File: src/rtl/beamform_pkg.sv
// Shared constants, types and the default beam delay table for the beamform trigger.
// Latency: n/a (declarations only).
// Backpressure: n/a.
// Contents: sample/channel/threshold widths, frame and history types, delay table,
//           sample sign-extension helper.
package beamform_pkg;

  localparam int SAMPLE_W     = 5;   // signed sample width
  localparam int NCHAN        = 8;   // input channels
  localparam int NSAMP        = 8;   // samples per channel per clock
  localparam int THRESH_W     = 18;  // threshold / window power width
  localparam int DELAY_W      = 4;   // per-channel delay, 0..15 samples
  localparam int MAX_BEAMS    = 256;

  localparam int WORD_W       = SAMPLE_W * NSAMP;   // one channel word, 40 bits
  localparam int HIST_WORDS   = 3;                  // current word + 2 previous
  localparam int HIST_SAMPLES = HIST_WORDS * NSAMP; // 24 samples per channel
  localparam int HIST_W       = HIST_SAMPLES * SAMPLE_W;

  localparam int BEAM_W       = 8;         // signed beam sample, -128..120
  localparam int SQ_W         = 15;        // squared beam sample, max 16384
  localparam int POWER_W      = THRESH_W;  // window power, max 131072

  typedef logic [NCHAN-1:0][WORD_W-1:0]              frame_t;
  typedef logic [NCHAN-1:0][HIST_W-1:0]              hist_t;
  typedef logic [NCHAN-1:0][DELAY_W-1:0]             chan_delays_t;
  typedef logic [MAX_BEAMS-1:0][NCHAN-1:0][DELAY_W-1:0] delay_table_t;

  // Beam b steers channel ch by (b*ch) mod 16 samples; beam 0 is broadside (all zero).
  function automatic delay_table_t default_delays();
    delay_table_t d;
    d = '0;
    for (int b = 0; b < MAX_BEAMS; b++) begin
      for (int ch = 0; ch < NCHAN; ch++) begin
        d[b][ch] = DELAY_W'((b * ch) % (1 << DELAY_W));
      end
    end
    return d;
  endfunction

  localparam delay_table_t DEFAULT_BEAM_DELAYS = default_delays();

  function automatic logic [BEAM_W-1:0] sext_sample(input logic [SAMPLE_W-1:0] s);
    return {{(BEAM_W - SAMPLE_W){s[SAMPLE_W-1]}}, s};
  endfunction

endpackage

File: src/rtl/beamform_trigger_core_if.sv
// Bundles the sample bus, threshold staging controls and trigger output of the core.
// Latency: n/a (wires only).
// Backpressure: none; the stream is consumed every clock.
// Ports: data_i (8ch x 8 samples), thresh_i, thresh_ce_i[NBEAMS], update_i, trigger_o[NBEAMS].
interface beamform_trigger_core_if
  import beamform_pkg::*;
#(
  parameter int NBEAMS = 2
);

  frame_t                data_i;
  logic [THRESH_W-1:0]   thresh_i;
  logic [NBEAMS-1:0]     thresh_ce_i;
  logic                  update_i;
  logic [NBEAMS-1:0]     trigger_o;

  modport master (
    output data_i, thresh_i, thresh_ce_i, update_i,
    input  trigger_o
  );

  modport slave (
    input  data_i, thresh_i, thresh_ce_i, update_i,
    output trigger_o
  );

endinterface

File: src/rtl/beamform_trigger_core_beam_power.sv
// One beam: delay-select and sum across channels, square, then sum 8 squares into window power.
// Latency: 3 clocks from history window to power_o.
// Backpressure: none; a new window is accepted every clock.
// Ports: clk_i, rst_i (sync, active-high), hist_i (24 samples per channel), power_o (18b).
module beam_power
  import beamform_pkg::*;
#(
  parameter chan_delays_t DELAYS = '0
) (
  input  logic               clk_i,
  input  logic               rst_i,
  input  hist_t              hist_i,
  output logic [POWER_W-1:0] power_o
);

  logic [NSAMP-1:0][BEAM_W-1:0] beam_d, beam_q;
  logic [NSAMP-1:0][SQ_W-1:0]   sq_d, sq_q;
  logic [POWER_W-1:0]           power_d, power_q;
  logic [BEAM_W-1:0]            mag;

  // Slot k of the current word lives at history position 16+k; a delay of d
  // reaches back d samples, at most into the oldest word (position >= 1).
  always_comb begin
    beam_d = '0;
    for (int k = 0; k < NSAMP; k++) begin
      for (int ch = 0; ch < NCHAN; ch++) begin
        beam_d[k] = beam_d[k] + sext_sample(
          hist_i[ch][(2 * NSAMP + k - int'(DELAYS[ch])) * SAMPLE_W +: SAMPLE_W]);
      end
    end
  end

  // |x| fits 8 unsigned bits even for -128, so the square fits 15 bits.
  always_comb begin
    sq_d = '0;
    mag  = '0;
    for (int k = 0; k < NSAMP; k++) begin
      mag     = beam_q[k][BEAM_W-1] ? (~beam_q[k] + 1'b1) : beam_q[k];
      sq_d[k] = SQ_W'(mag) * SQ_W'(mag);
    end
  end

  always_comb begin
    power_d = '0;
    for (int k = 0; k < NSAMP; k++) begin
      power_d = power_d + POWER_W'(sq_q[k]);
    end
  end

  always_ff @(posedge clk_i) begin
    if (rst_i) begin
      beam_q  <= '0;
      sq_q    <= '0;
      power_q <= '0;
    end else begin
      beam_q  <= beam_d;
      sq_q    <= sq_d;
      power_q <= power_d;
    end
  end

  assign power_o = power_q;

endmodule

File: src/rtl/beamform_trigger_core.sv
// Per-beam power trigger: sample history, per-beam power pipelines, double-buffered thresholds, compare.
// Latency: trigger_o reflects the data_i word presented 4 clocks earlier.
// Backpressure: none; data_i is consumed every clock, trigger_o is a level.
// Ports: clk_i, rst_i (sync, active-high), bus (slave: data_i, thresh_i, thresh_ce_i, update_i, trigger_o).
module beamform_trigger_core
  import beamform_pkg::*;
#(
  parameter int NBEAMS = 2,
  parameter logic [NBEAMS-1:0][NCHAN-1:0][DELAY_W-1:0] BEAM_DELAYS =
    DEFAULT_BEAM_DELAYS[NBEAMS-1:0]
) (
  input  logic                   clk_i,
  input  logic                   rst_i,
  beamform_trigger_core_if.slave bus
);

  frame_t hist1_q, hist2_q;   // previous word and the one before it
  hist_t  hist_win;

  logic [POWER_W-1:0]                power [NBEAMS];
  logic [NBEAMS-1:0][THRESH_W-1:0]   staging_q, active_q;
  logic [NBEAMS-1:0]                 trigger_q;

  always_ff @(posedge clk_i) begin
    if (rst_i) begin
      hist1_q <= '0;
      hist2_q <= '0;
    end else begin
      hist1_q <= bus.data_i;
      hist2_q <= hist1_q;
    end
  end

  // Oldest word in the low bits so a sample's history position grows with time.
  always_comb begin
    hist_win = '0;
    for (int ch = 0; ch < NCHAN; ch++) begin
      hist_win[ch] = {bus.data_i[ch], hist1_q[ch], hist2_q[ch]};
    end
  end

  for (genvar b = 0; b < NBEAMS; b++) begin : g_beam
    beam_power #(
      .DELAYS (BEAM_DELAYS[b])
    ) u_beam_power (
      .clk_i   (clk_i),
      .rst_i   (rst_i),
      .hist_i  (hist_win),
      .power_o (power[b])
    );
  end

  // Reset thresholds sit above the largest reachable power, so nothing fires
  // until software stages and commits real values. The commit reads the staging
  // value from before this clock, so a coincident stage waits for the next update.
  always_ff @(posedge clk_i) begin
    if (rst_i) begin
      staging_q <= '1;
      active_q  <= '1;
    end else begin
      if (bus.update_i) begin
        active_q <= staging_q;
      end
      for (int b = 0; b < NBEAMS; b++) begin
        if (bus.thresh_ce_i[b]) begin
          staging_q[b] <= bus.thresh_i;
        end
      end
    end
  end

  always_ff @(posedge clk_i) begin
    if (rst_i) begin
      trigger_q <= '0;
    end else begin
      for (int b = 0; b < NBEAMS; b++) begin
        trigger_q[b] <= (power[b] > active_q[b]);
      end
    end
  end

  assign bus.trigger_o = trigger_q;

endmodule

File: src/flat_wrapper.sv
// flat-port wrapper written by rule: the top's interface ports become plain ports
module beamform_trigger_core_flat import beamform_pkg::*;
#(
  parameter int NBEAMS = 2,
  parameter logic [NBEAMS-1:0][NCHAN-1:0][DELAY_W-1:0] BEAM_DELAYS =
    DEFAULT_BEAM_DELAYS[NBEAMS-1:0]
)
  (clk_i, rst_i, bus_data_i, bus_thresh_i, bus_thresh_ce_i, bus_update_i, bus_trigger_o);
  beamform_trigger_core_if #(.NBEAMS(NBEAMS)) bus_i ();
  input  logic clk_i;
  input  logic rst_i;
  input wire logic [$bits(bus_i.data_i)-1:0] bus_data_i;
  input wire logic [$bits(bus_i.thresh_i)-1:0] bus_thresh_i;
  input wire logic [$bits(bus_i.thresh_ce_i)-1:0] bus_thresh_ce_i;
  input wire logic [$bits(bus_i.update_i)-1:0] bus_update_i;
  output wire logic [$bits(bus_i.trigger_o)-1:0] bus_trigger_o;
  assign bus_i.data_i = bus_data_i;
  assign bus_i.thresh_i = bus_thresh_i;
  assign bus_i.thresh_ce_i = bus_thresh_ce_i;
  assign bus_i.update_i = bus_update_i;
  assign bus_trigger_o = bus_i.trigger_o;
  beamform_trigger_core #(.NBEAMS(NBEAMS), .BEAM_DELAYS(BEAM_DELAYS)) u_core (.clk_i(clk_i), .rst_i(rst_i), .bus(bus_i));
endmodule
File: config.mk
export PLATFORM = sky130hd
export DESIGN_NAME = beamform_trigger_core_flat
export DESIGN_NICKNAME = d
export VERILOG_FILES = /design/src/rtl/beamform_pkg.sv /design/src/rtl/beamform_trigger_core_if.sv /design/src/rtl/beamform_trigger_core_beam_power.sv /design/src/rtl/beamform_trigger_core.sv /design/src/flat_wrapper.sv
export SDC_FILE = /design/constraint.sdc
export NUM_CORES = 2
export LEC_CHECK = 0
export CORE_ASPECT_RATIO = 1.4
export CORE_UTILIZATION = 55
export DETAILED_ROUTE_END_ITERATION = 12
export GPL_TIMING_DRIVEN = 0
export PLACE_DENSITY = 0.71
export SETUP_SLACK_MARGIN = 0.4
export SLEW_MARGIN = 20
export SYNTH_ARGS = -nofsm -noshare
export SYNTH_HDL_FRONTEND = slang
export SYNTH_SLANG_ARGS = --single-unit
File: constraint.sdc
create_clock -name clk_i -period 6.9 [get_ports clk_i]
set_input_delay 1.035 -clock clk_i [delete_from_list [all_inputs] [get_ports clk_i]]
set_output_delay 1.035 -clock clk_i [all_outputs]
set_load 0.05 [all_outputs]
==> run metrics <==
status completed; post-route antenna net violation count 0; DRC errors left 0; pre-CTS setup slack 873 ps; DR vias/cell 5.36; largest net degree at the start of global routing 17; Post-Syn Area 65000 um2; fin crit period 6050 ps; cell depth of the worst setup path 17; vias 47100; CP Launch Type flop; sequential fraction of the synthesis area 0.186; H-tree depth 3; XOR/XNOR Fraction of Synth Area 0.0527; first-pass GRT wire length 300000 um; Synth Area in Compound Gates 0.0770; Fin Hold WS 472 ps; Final Setup Violations 0; ys async rst share 0; # hold bufs at CTS 0; final setup TNS 0 ps; most used cell, CP fa_1; Critical Path AT 6610 ps; top_reg_cell synth dfxtp_1; Die Span X 292 um; synth warn 0; RSZ-0062 raised after global routing no; adder-cell share of the synthesized area 0.466; max-slew violations 0; CP Class reg2reg; WL/cell 23.1 um; TritonCTS Buffers 67; Crit path max-delay family adder cells; CP max stage cell mux2i_1; clock skew 23.4 ps; Initial Util 0.557; initial antenna violation count 24; CTS tree built; fmax 0.165 GHz; number of DRC markers in iteration 0 2687; Synth Area in Simple Gates 0.110; hpwl dp 175000 um; Crit path required time 7460 ps; Resized cells post-CTS 0; final worst setup slack 849 ps; flop2flop setup slack 850 ps; Synth cell types 75; Final Hold Vio Count 0; Worst-Margin Slew 1250 ps; share of cells above drive strength 1 0.0363; Setup Buffers After CTS 0; final core utilization 0.627; Tcrit/Tclk final 0.877; crit-path max FO 9; Initial DRT Pass Iterations 7; fill cell count 9791; layout net count 9326; reg2reg end u_core.g_beam[0].u_beam_power.sq_q[12]; multiplexer area fraction after synthesis 0.0180; HP Class reg2reg; synthesis-to-finish area growth 12.6%; vias in the first global route 50400; io pins 345; clk_lat worst skew 680 ps; die span in y 409 um; die area 120000 um2; Sink Count 602; total grt overflow 0; Bufs on Longest Clock Path 3; # rows 148; Port Buf Inserts 340; crit path capture u_core.g_beam[0].u_beam_power.sq_q[12]; main combinational cell family by area after synthesis adder cells; CP Launch Point u_core.g_beam[0].u_beam_power.beam_q[0]; Avg Inst Size Synth 9.70 um2; Yosys reg bits 602; cells along the critical path clkinv_1 > ha_1 > mux2i_1 > or2_2 > inv_1 > fa_1 > fa_1 > inv_1 > fa_1 > inv_1 > fa_1 > ha_1 > o21a_1 > o31a_1 > o22ai_1 > o21ai_0 > mux2_2; Worst Reg-to-Reg Cells 17; EDFF count, synth 0; CTS Root Cell clkbuf_16; gr usage total 0.347; worst path bufs/invs 4; final wirelength 203000 um; Clock Pin Slew Worst Setup and Hold Paths 60 ps; Post-Synthesis Cells 6694; max cap viols 0; R2R Path Start u_core.g_beam[0].u_beam_power.beam_q[0]; placer congestion estimate 1.07; Worst setup EP type flop; Max-slew headroom 0.170; core area 117000 um2; max incr delay on CP 810 ps
==> cell usage after synthesis, types with 26 or more instances <==
cell	count	area, um2
nand2b_1	27	169
nor2b_1	253	1580
or2_2	49	307
xor2_1	177	1550
a21oi_1	166	831
o21bai_1	48	360
xnor2_1	186	1630
o211ai_1	40	300
nand2_1	164	616
clkbuf_1	95	357
ha_1	671	8400
o31ai_1	26	195
inv_1	1448	5440
nor2_1	774	2910
mux2i_1	66	661
a21o_1	94	706
a211oi_1	73	548
fa_1	1093	21900
o21ai_0	127	636
dfxtp_1	602	12100
mux2_2	43	484
o21a_1	36	270
nor3_1	123	616
==> logic make-up after synthesis <==
family / Yosys count
adders and majority gates: 1764
buffers and inverters: 1565
and+or+nand+nor: 1527
AOI/OAI and AO/OA: 745
DFF: 602
xor gates and xnor gates: 378
muxes: 111
other: 2
==> cells in the final DEF, fill, tap and decap left out, types with 48 or more instances in the layout <==
cell / synthesis / final
a211oi_1: 73 / 73
a21o_1: 94 / 94
a21oi_1: 166 / 166
clkbuf_1: 95 / 88
clkbuf_16: 0 / 69
clkdlybuf4s50_1: 0 / 340
conb_1: 2 / 117
dfxtp_1: 602 / 602
fa_1: 1093 / 1093
ha_1: 671 / 671
inv_1: 1448 / 1448
mux2i_1: 66 / 65
nand2_1: 164 / 164
nor2_1: 774 / 774
nor2b_1: 253 / 253
nor3_1: 123 / 123
o21ai_0: 127 / 127
o21bai_1: 48 / 48
or2_2: 49 / 49
xnor2_1: 186 / 183
xor2_1: 177 / 177
==> layer usage <==
| layer | part of all wire | wire [um] | track usage |
|---|---|---|---|
| met5 | 0.00052 | 106 | 0 |
| met3 | 0.054 | 10800 | 0.0528 |
| met4 | 0.099 | 20000 | 0.286 |
| met1 | 0.36 | 73100 | 0.380 |
| met2 | 0.49 | 98500 | 0.594 |
==> worst min-delay path by stage <==
stage               cells after the start  slack, ps                 start                   end
global route                            2        490  u_core.staging_q[14]  u_core.staging_q[14]
floorplan                               2        440   u_core.staging_q[0]   u_core.staging_q[0]
global placement                        2        450  u_core.staging_q[18]  u_core.staging_q[18]
detailed placement                      2        460  u_core.staging_q[23]  u_core.staging_q[23]
finish                                  2        470  u_core.staging_q[23]  u_core.staging_q[23]
CTS                                     2        480  u_core.staging_q[23]  u_core.staging_q[23]
==> stage by stage <==
stage	instance area [um2]	instances
after floorplan	65400	6809
final	73100	8786
after CTS	73100	8772
after detailed placement	70700	8650
after global placement	70700	8649
after global routing	73100	8773
==> sequential cells by signal (all words and copies together) (netlist names) <==
register                            flops
u_core.hist1_q                        140
u_core.g_beam.u_beam_power.sq_q       224
u_core.staging_q                       36
u_core.g_beam.u_beam_power.beam_q     128
u_core.active_q                        36
u_core.bus.trigger_o                    2
u_core.g_beam.u_beam_power.power_o     36
==> layout make-up <==
class | instances | area, um2 | share of cell area
Clock buffer | 86 | 1880 | 0.0257
Timing Repair Buffer | 341 | 3420 | 0.0468
Clock inverter | 36 | 489 | 0.00669
Antenna cell | 14 | 35.0 | 0.000479
Multi-Input combinational cell | 4642 | 47500 | 0.649
Buffer | 102 | 414 | 0.00566
Sequential cell | 602 | 12100 | 0.165
Tap cell | 1500 | 1880 | 0.0257
Inverter | 1463 | 5490 | 0.0751
==> tightest hold or removal path, delay by kind of cell (launching register included) <==
| family | cells | cell delay [ps] |
|---|---|---|
| mux | 1 | 70 |
| simple gates | 1 | 60 |
| flops | 1 | 320 |
Power is left out: the tool's default activity adds up to more than one toggle a clock period on the data nets, which glitch-free logic cannot reach.
